### src/rtl/cgra_kernel_ctrl.sv
// cgra_kernel_ctrl: kernel execution controller for a CGRA tile.
// Turns the software start level into a one-shot trigger and latches the
// kernel length and iteration count. It then steps the shared instruction-ROM
// address through every iteration, drains the PE pipeline, and holds Done
// until software drops the start level.
//
// Handshake: Stall is a "not ready" from the BRAM port. A fetch happens in a
// cycle exactly when Inst_Rom_En is high (RUN and !Stall). A stalled RUN cycle
// holds address, iteration count and state unchanged.
module cgra_kernel_ctrl #(
  parameter int IADDR_WIDTH = 8,
  parameter int ITER_WIDTH  = 16,
  parameter int PIPE_DEPTH  = 2   // legal range 1..15
) (
  input  logic                   Clk,
  input  logic                   Resetn,
  input  logic                   Computation_Start,
  input  logic [IADDR_WIDTH-1:0] Kernel_Len,
  input  logic [ITER_WIDTH-1:0]  Iter_Num,
  input  logic                   Stall,
  output logic [IADDR_WIDTH-1:0] Inst_Rom_Addr,
  output logic                   Inst_Rom_En,
  output logic [ITER_WIDTH-1:0]  Iter_Cnt,
  output logic                   PE_Array_Busy,
  output logic                   Computation_Done,
  output logic [1:0]             State_Dbg
);

  typedef enum logic [1:0] {
    IDLE  = 2'd0,
    RUN   = 2'd1,
    DRAIN = 2'd2,
    DONE  = 2'd3
  } state_e;

  localparam logic [3:0]             DRAIN_INIT = 4'(PIPE_DEPTH - 1);
  localparam logic [3:0]             DRAIN_ONE  = 4'd1;
  localparam logic [IADDR_WIDTH-1:0] ADDR_ONE   = IADDR_WIDTH'(1);
  localparam logic [ITER_WIDTH-1:0]  ITER_ONE   = ITER_WIDTH'(1);

  state_e                 state_q, state_d;
  logic                   start_q;
  logic [IADDR_WIDTH-1:0] len_q, len_d;
  logic [ITER_WIDTH-1:0]  num_q, num_d;
  logic [IADDR_WIDTH-1:0] addr_q, addr_d;
  logic [ITER_WIDTH-1:0]  iter_q, iter_d;
  logic [3:0]             drain_q, drain_d;
  logic                   trigger;

  // A start level that was low last cycle and is high now launches a run.
  assign trigger = Computation_Start & ~start_q;

  // State and datapath registers with synchronous active-low reset.
  always_ff @(posedge Clk) begin
    if (!Resetn) begin
      state_q <= IDLE;
      start_q <= 1'b0;
      len_q   <= '0;
      num_q   <= '0;
      addr_q  <= '0;
      iter_q  <= '0;
      drain_q <= '0;
    end else begin
      state_q <= state_d;
      start_q <= Computation_Start;
      len_q   <= len_d;
      num_q   <= num_d;
      addr_q  <= addr_d;
      iter_q  <= iter_d;
      drain_q <= drain_d;
    end
  end

  // Next-state logic: sequencing of address, iteration count and drain timer.
  always_comb begin
    state_d = state_q;
    len_d   = len_q;
    num_d   = num_q;
    addr_d  = addr_q;
    iter_d  = iter_q;
    drain_d = drain_q;
    unique case (state_q)
      IDLE: begin
        if (trigger) begin
          len_d   = Kernel_Len;
          num_d   = Iter_Num;
          addr_d  = '0;
          iter_d  = '0;
          state_d = (Iter_Num == '0) ? DONE : RUN;
        end
      end
      RUN: begin
        if (!Stall) begin
          // Wrap only via the length compare so a full-range kernel is legal.
          if (addr_q != len_q) begin
            addr_d = addr_q + ADDR_ONE;
          end else begin
            addr_d = '0;
            iter_d = iter_q + ITER_ONE;
            if (iter_q == num_q - ITER_ONE) begin
              state_d = DRAIN;
              drain_d = DRAIN_INIT;
            end
          end
        end
      end
      DRAIN: begin
        // Stall is irrelevant here: no fetches are issued while draining.
        if (drain_q == '0) begin
          state_d = DONE;
        end else begin
          drain_d = drain_q - DRAIN_ONE;
        end
      end
      DONE: begin
        if (!Computation_Start) begin
          state_d = IDLE;
        end
      end
      default: state_d = IDLE;
    endcase
  end

  assign Inst_Rom_Addr    = addr_q;
  assign Iter_Cnt         = iter_q;
  assign Inst_Rom_En      = (state_q == RUN) && !Stall;
  assign PE_Array_Busy    = (state_q == RUN) || (state_q == DRAIN);
  assign Computation_Done = (state_q == DONE);
  assign State_Dbg        = state_q;

endmodule

### config.mk
export PLATFORM = sky130hd
export DESIGN_NAME = cgra_kernel_ctrl
export DESIGN_NICKNAME = d
export VERILOG_FILES = /design/src/rtl/cgra_kernel_ctrl.sv
export SDC_FILE = /design/constraint.sdc
export NUM_CORES = 1
export LEC_CHECK = 0
export ABC_AREA = 1
export CORE_MARGIN = 5
export CORE_UTILIZATION = 50
export DETAILED_ROUTE_END_ITERATION = 16
export GPL_ROUTABILITY_DRIVEN = 0
export PLACE_DENSITY = 0.87
export REMOVE_ABC_BUFFERS = 1
export SYNTH_ARGS = -nofsm -noshare
export SYNTH_HDL_FRONTEND = slang
export SYNTH_SLANG_ARGS = --single-unit
### constraint.sdc
create_clock -name Clk -period 2.22 [get_ports Clk]
set_input_delay 0.444 -clock Clk [delete_from_list [all_inputs] [get_ports Clk]]
set_output_delay 0.444 -clock Clk [all_outputs]
set_load 0.03 [all_outputs]
After elaboration in Yosys (flattened, before gate mapping)
Index checks and enable logic that the tools add are counted.
{"block": "word_totals", "regBits": 55, "latchBits": 0, "ramBits": 0, "mem_bits_ro": 0, "input_bits": 28, "out_inout_bits": 29, "elab_cells": 59, "memories": 0}
{"block": "classes", "addsub": 4, "n_mul": 0, "div_mod_pow": 0, "order_cmp": 0, "n_eq_ne": 12, "shift": 0, "n_mux": 21, "bitwise": 2, "reduce_logical": 13}
{"op": "16-bit two-way mux", "count": 3}
{"op": "16-bit case mux with 2 select lines", "count": 1}
{"op": "8-bit two-way mux", "count": 3}
{"op": "16-bit by 1-bit adder with 16-bit output (second input constant)", "count": 1}
{"op": "16-bit == test", "count": 1}
{"op": "16-bit zero test", "count": 1}
{"op": "4-bit two-way mux", "count": 4}
{"op": "8-bit case mux with 2 select lines", "count": 1}
{"op": "16-bit by 1-bit subtractor with 16-bit output (second input constant)", "count": 1}
{"op": "2-bit two-way mux", "count": 7}
{"op": "2-bit != test (second input constant)", "count": 7}
{"op": "8-bit by 1-bit adder with 8-bit output (second input constant)", "count": 1}
{"op": "8-bit != test", "count": 1}
{"op": "2-bit case mux with 4 select lines", "count": 1}
{"op": "4-bit case mux with 2 select lines", "count": 1}
{"op": "6-bit AND reduction", "count": 1}
{"op": "5-bit AND reduction", "count": 1}
{"op": "2-bit == test (second input constant)", "count": 2}
{"op": "4-bit zero test", "count": 1}
{"op": "4-bit AND reduction", "count": 1}
{"op": "2-bit nonzero test", "count": 2}
{"op": "4-bit by 1-bit subtractor with 4-bit output (second input constant)", "count": 1}
{"op": "3-bit AND reduction", "count": 1}
{"op": "2-bit by 1-bit == test with 1-bit output (second input constant)", "count": 1}
{"op": "7 further kinds", "count": 7}

Logic depth before layout (Yosys ltp)
{"block": "depth", "depth_word": 6, "depth_mapped": 16, "depth_no_buf": 16}

Worst setup path before layout
OpenSTA, ideal clock, no wires.
{"block": "synth_path", "path_kind": "register -> register", "from": "reg state_q[0] (netlist: State_Dbg[0])", "to": "reg iter_q[13] (netlist: Iter_Cnt[13])", "setup_ns": 0.071, "arrival_time_ns": 2.167, "required_ns": 2.149, "path_slack_ns": -0.018, "path_stages_with_launch": 15, "path_buffers": 0, "synth_period_minus_slack_ns": 2.238, "cell_sequence": "dfxtp_1 inv_1 ha_1 inv_1 a21oi_1 a21oi_2 o21ai_2 clkinv_2 nand2_4 nor2_8 nand3_4 nor2_4 nand2_2 or2_0 a21oi_1"}
{"block": "synth_via", "elab_chain_len": 3, "word_cells_on_any_way": 8, "cone_classes": "4 x eq/ne; 1 x mux; 3 x reduce/logical"}
{"element": "start: declaration", "line_no": "41", "text": "state_e state_q, state_d;"}
{"element": "start signal: assignment", "line_no": "64", "text": "state_q <= state_d;"}
{"element": "2-bit by 1-bit == test with 1-bit output / 2-bit zero test (equally long branches)", "line_no": "82", "text": "unique case (state_q)"}
{"element": "2-bit != test (no source line) / 2-bit nonzero test (equally long branches)"}
{"element": "4-bit AND reduction (no source line)"}
{"element": "end signal: assignment", "line_no": "69", "text": "iter_q <= iter_d;"}
{"element": "end: declaration", "line_no": "46", "text": "logic [ITER_WIDTH-1:0] iter_q, iter_d;"}
Parallel ways exist; a longest one is shown, timed or not.
A chain may end at the register's enable or synchronous reset.

Worst setup path in the final report
{"block": "layout_path", "from": "reg num_q[0]", "to": "reg state_q[1] (netlist: State_Dbg[1])"}
{"block": "layout_via", "elab_chain_len": 4}
{"element": "start: declaration", "line_no": "44", "text": "logic [ITER_WIDTH-1:0] num_q, num_d;"}
{"element": "start signal: assignment", "line_no": "67", "text": "num_q <= num_d;"}
{"element": "16-bit by 1-bit subtractor with 16-bit output", "line_no": "100", "text": "if (iter_q == num_q - ITER_ONE) begin"}
{"element": "16-bit == test", "line_no": "100"}
{"element": "2-bit != test (no source line)"}
{"element": "6-bit AND reduction (no source line)"}
No other way between the ends.

==> qor.txt <==
Outcome -> complete, no violations
Cell count after placement -> 614
WP buf/inv -> 1
Reg clk slew, reported paths -> 0.10 ns
Cell area after synthesis -> 3180 um2
Die W -> 89.7 um
Hold Startpoint -> len_q[4]
Cell-by-cell trace of the critical path -> inv_2, ha_1, nand2_1, nand2_1, nor2_1, nand3_1, nor2_1, nand3_1, nor2_2, nand3_2, a21oi_2, nand2_1, nand2_1, nor2_1
Crit-path max cell delay -> 0.36 ns
Rows -> 29
Final setup fails -> 0
Power consumption -> 3.75 mW
Synth area leaders -> dfxtp_1 (35%), nand2_1 (15%), nor2_1 (7.3%)
Multi-input gate area -> 1840 um2
Delay-heaviest family, CP -> simple AND/OR/NAND/NOR gates
Total grt overflow -> 0
WHS Endpoint -> len_q[4]
Cts hold-fix bufs -> 0
Post-DRT Antenna Nets -> 0
DIE AREA -> 8050 um2
R2R Path End -> State_Dbg[1]
Core area -> 6280 um2
Num CTS Buffers -> 5
Deepest clock path buffer count -> 2
Drt initial violations -> 232
Slew Limit Fails -> 0
Die Span Y -> 89.7 um
R2R Setup Slk -> 0.16 ns
Share of cells above drive strength 1 -> 9.54%
Via count -> 3231
Post-synthesis sequential area ratio -> 34.6%
Slowest-stage cell, CP -> dfxtp_1
Clock skew -> 0.0130 ns
Wire length per cell -> 13.0 um
Number of synthesized register bits -> 55
Clk sinks -> 55
HPWL after DPL -> 6.20 mm
Max cap viols -> 0
Initial antenna violation count -> 0
Worst hold path depth -> 2
Prevailing post-synth register cell -> dfxtp_1
Critical path depth -> 14
H-tree Lvls -> 2
Cell with the most instances after synthesis -> nand2_1
Initial DRT Pass Iterations -> 6
Total track usage -> 20.3%
Critical path data arrival time -> 2.28 ns
I/O Buffers -> 56
CP Capture Type -> register
Minimum clock period -> 2.06 ns
First-pass GRT wire length -> 14.0 mm
Fin cells -> 622
Area Overhead vs Synth -> 26.3%
Unique masters post-synth -> 40
# fillers -> 542
Reg2reg start -> num_q[0]
Antenna cells -> 0
Clk_lat worst skew -> 0.32 ns
Root Driver -> clkbuf_8
Max IR drop VDD -> 1.01 mV
CP Launch Type -> register
Worst-margin pin slew -> 0.468 ns
IO Pins -> 57
Cells on worst reg2reg path -> 14
Number of synthesized flops with an enable pin -> 0
WL final -> 8.10 mm
Vias in the first global route -> 3157
Synth Area per Inst -> 6.63 um2
Mapped Cells -> 479
Hold Crit Class -> reg -> reg
Crit path max fanout -> 4
Area share of the largest cell type after synthesis -> 34.6%
Starting Density -> 50.6%
CP Class -> reg -> reg
Synth area leader -> dfxtp_1
CTS tree -> yes
Fmax -> 0.485 GHz
Tcrit/Tclk final -> 92.9%
Yosys warnings -> 0
DRC -> 0
Hold Vio Cnt, Final -> 0
Worst Path Required -> 2.44 ns
Post-synth top cells -> nand2_1 (126), nor2_1 (62), dfxtp_1 (55)
Max transition margin -> 68.5%
LEAKAGE -> 1.65 nW
Asr flop ratio synth -> 0%
Nets -> 581
FF/Latch Area -> 1110 um2
Power per Cell Area -> 934 nW/um2
Via density -> 5.19
Hold slack -> 0.487 ns
Cell repeated most along the worst path -> nand2_1
Largest net degree at the start of global routing -> 36
-- layer usage --
layer | wire length (um) | track usage (%)
met4 | 226 | 7.30
met2 | 3900 | 34.8
met5 | 0 | 0
met3 | 422 | 3.84
met1 | 3560 | 25.2
-- layout by cell type, fill, tap and decap left out, drive strengths merged --
master and count:
o21bai 1, nor2 67, o21a 1, nor3 7
nand3 25, and3 1, nor3b 3, clkbuf 5
clkdlybuf4s50 54, clkinvlp 2, clkinv 4, nor4 5
inv 55, nand3b 1, nand4 5, o22ai 1
nand2 129, buf 15, a21oi 45, xnor2 16
dfxtp 55, ha 9, a21boi 1, dlygate4sd2 1
o21ai 24, or2 2, a211oi 1, xor2 10
-- through the flow --
step                      worst slack (ns)  util (%)  area [um2]  setup TNS [ns]
after global routing               -0.0358      63.9        4010         -0.0990
after global placement              0.0657      61.9        3890               0
after detailed placement           -0.0325      61.9        3890         -0.0473
final                                0.157      63.9        4010               0
after CTS                           0.0490      63.3        3980               0
after floorplan                     -0.560         -        3130           -5.70
-- registers in the layout, indices dropped and copies added, names as in the netlist --
register and cells:
start_q 1, num_q 16, drain_q 4, State_Dbg 2
Inst_Rom_Addr 8, Iter_Cnt 16, len_q 8
-- worst max-delay path by stage --
stage	startpoint	to	slack, ns
floorplan	State_Dbg[0]	Iter_Cnt[4]	-0.56
global placement	Computation_Start	Iter_Cnt[13]	0.07
detailed placement	Computation_Start	Iter_Cnt[4]	-0.03
CTS	State_Dbg[0]	Iter_Cnt[4]	0.05
global route	num_q[0]	drain_q[0]	-0.04
finish	num_q[0]	State_Dbg[1]	0.16
-- layout make-up --
cell class / count / area share [%]
multi-input combinational: 354 / 45.9
inverter: 58 / 5.46
sequential: 55 / 27.6
timing repair buffer: 70 / 16.5
clock inverter: 3 / 0.499
tap: 77 / 2.40
clock buffer: 5 / 1.71
-- repair_timing --
action                                  in CTS  in global routing
gates resized for setup                      1                 13
endpoints found under the setup margin       1                 16
cloned                                       0                  0
setup buffers                                0                  0
hold endpoints to repair                     0                  0
-- power by group --
part	total, mW	switching, mW	internal (mW)
sequential	1.25	0.128	1.12
combinational	1.94	1.21	0.723
clock	0.563	0.343	0.220
total	3.75	1.68	2.07
-- logic make-up (layout without fill, tap and decap cells) --
family	Yosys count	count (layout)	share of synthesized area, %
xor gates and xnor gates	26	26	7.17
buffers and inverters	70	136	8.42
AOI/OAI and AO/OA	74	74	12.2
adders and majority gates	9	9	3.54
DFF	55	55	34.6
and+or+nand+nor	245	245	34.0
-- worst register-to-register path: stages (launching register included) --
cell     delay (ns)
dfxtp_1        0.36
inv_2          0.06
ha_1           0.30
nand2_1        0.08
nand2_1        0.06
nor2_1         0.11
nand3_1        0.10
nor2_1         0.12
nand3_1        0.11
nor2_2         0.13
nand3_2        0.11
a21oi_2        0.23
nand2_1        0.08
nand2_1        0.07
nor2_1         0.04
No activity file was read; power rests on OpenSTA's default activity.
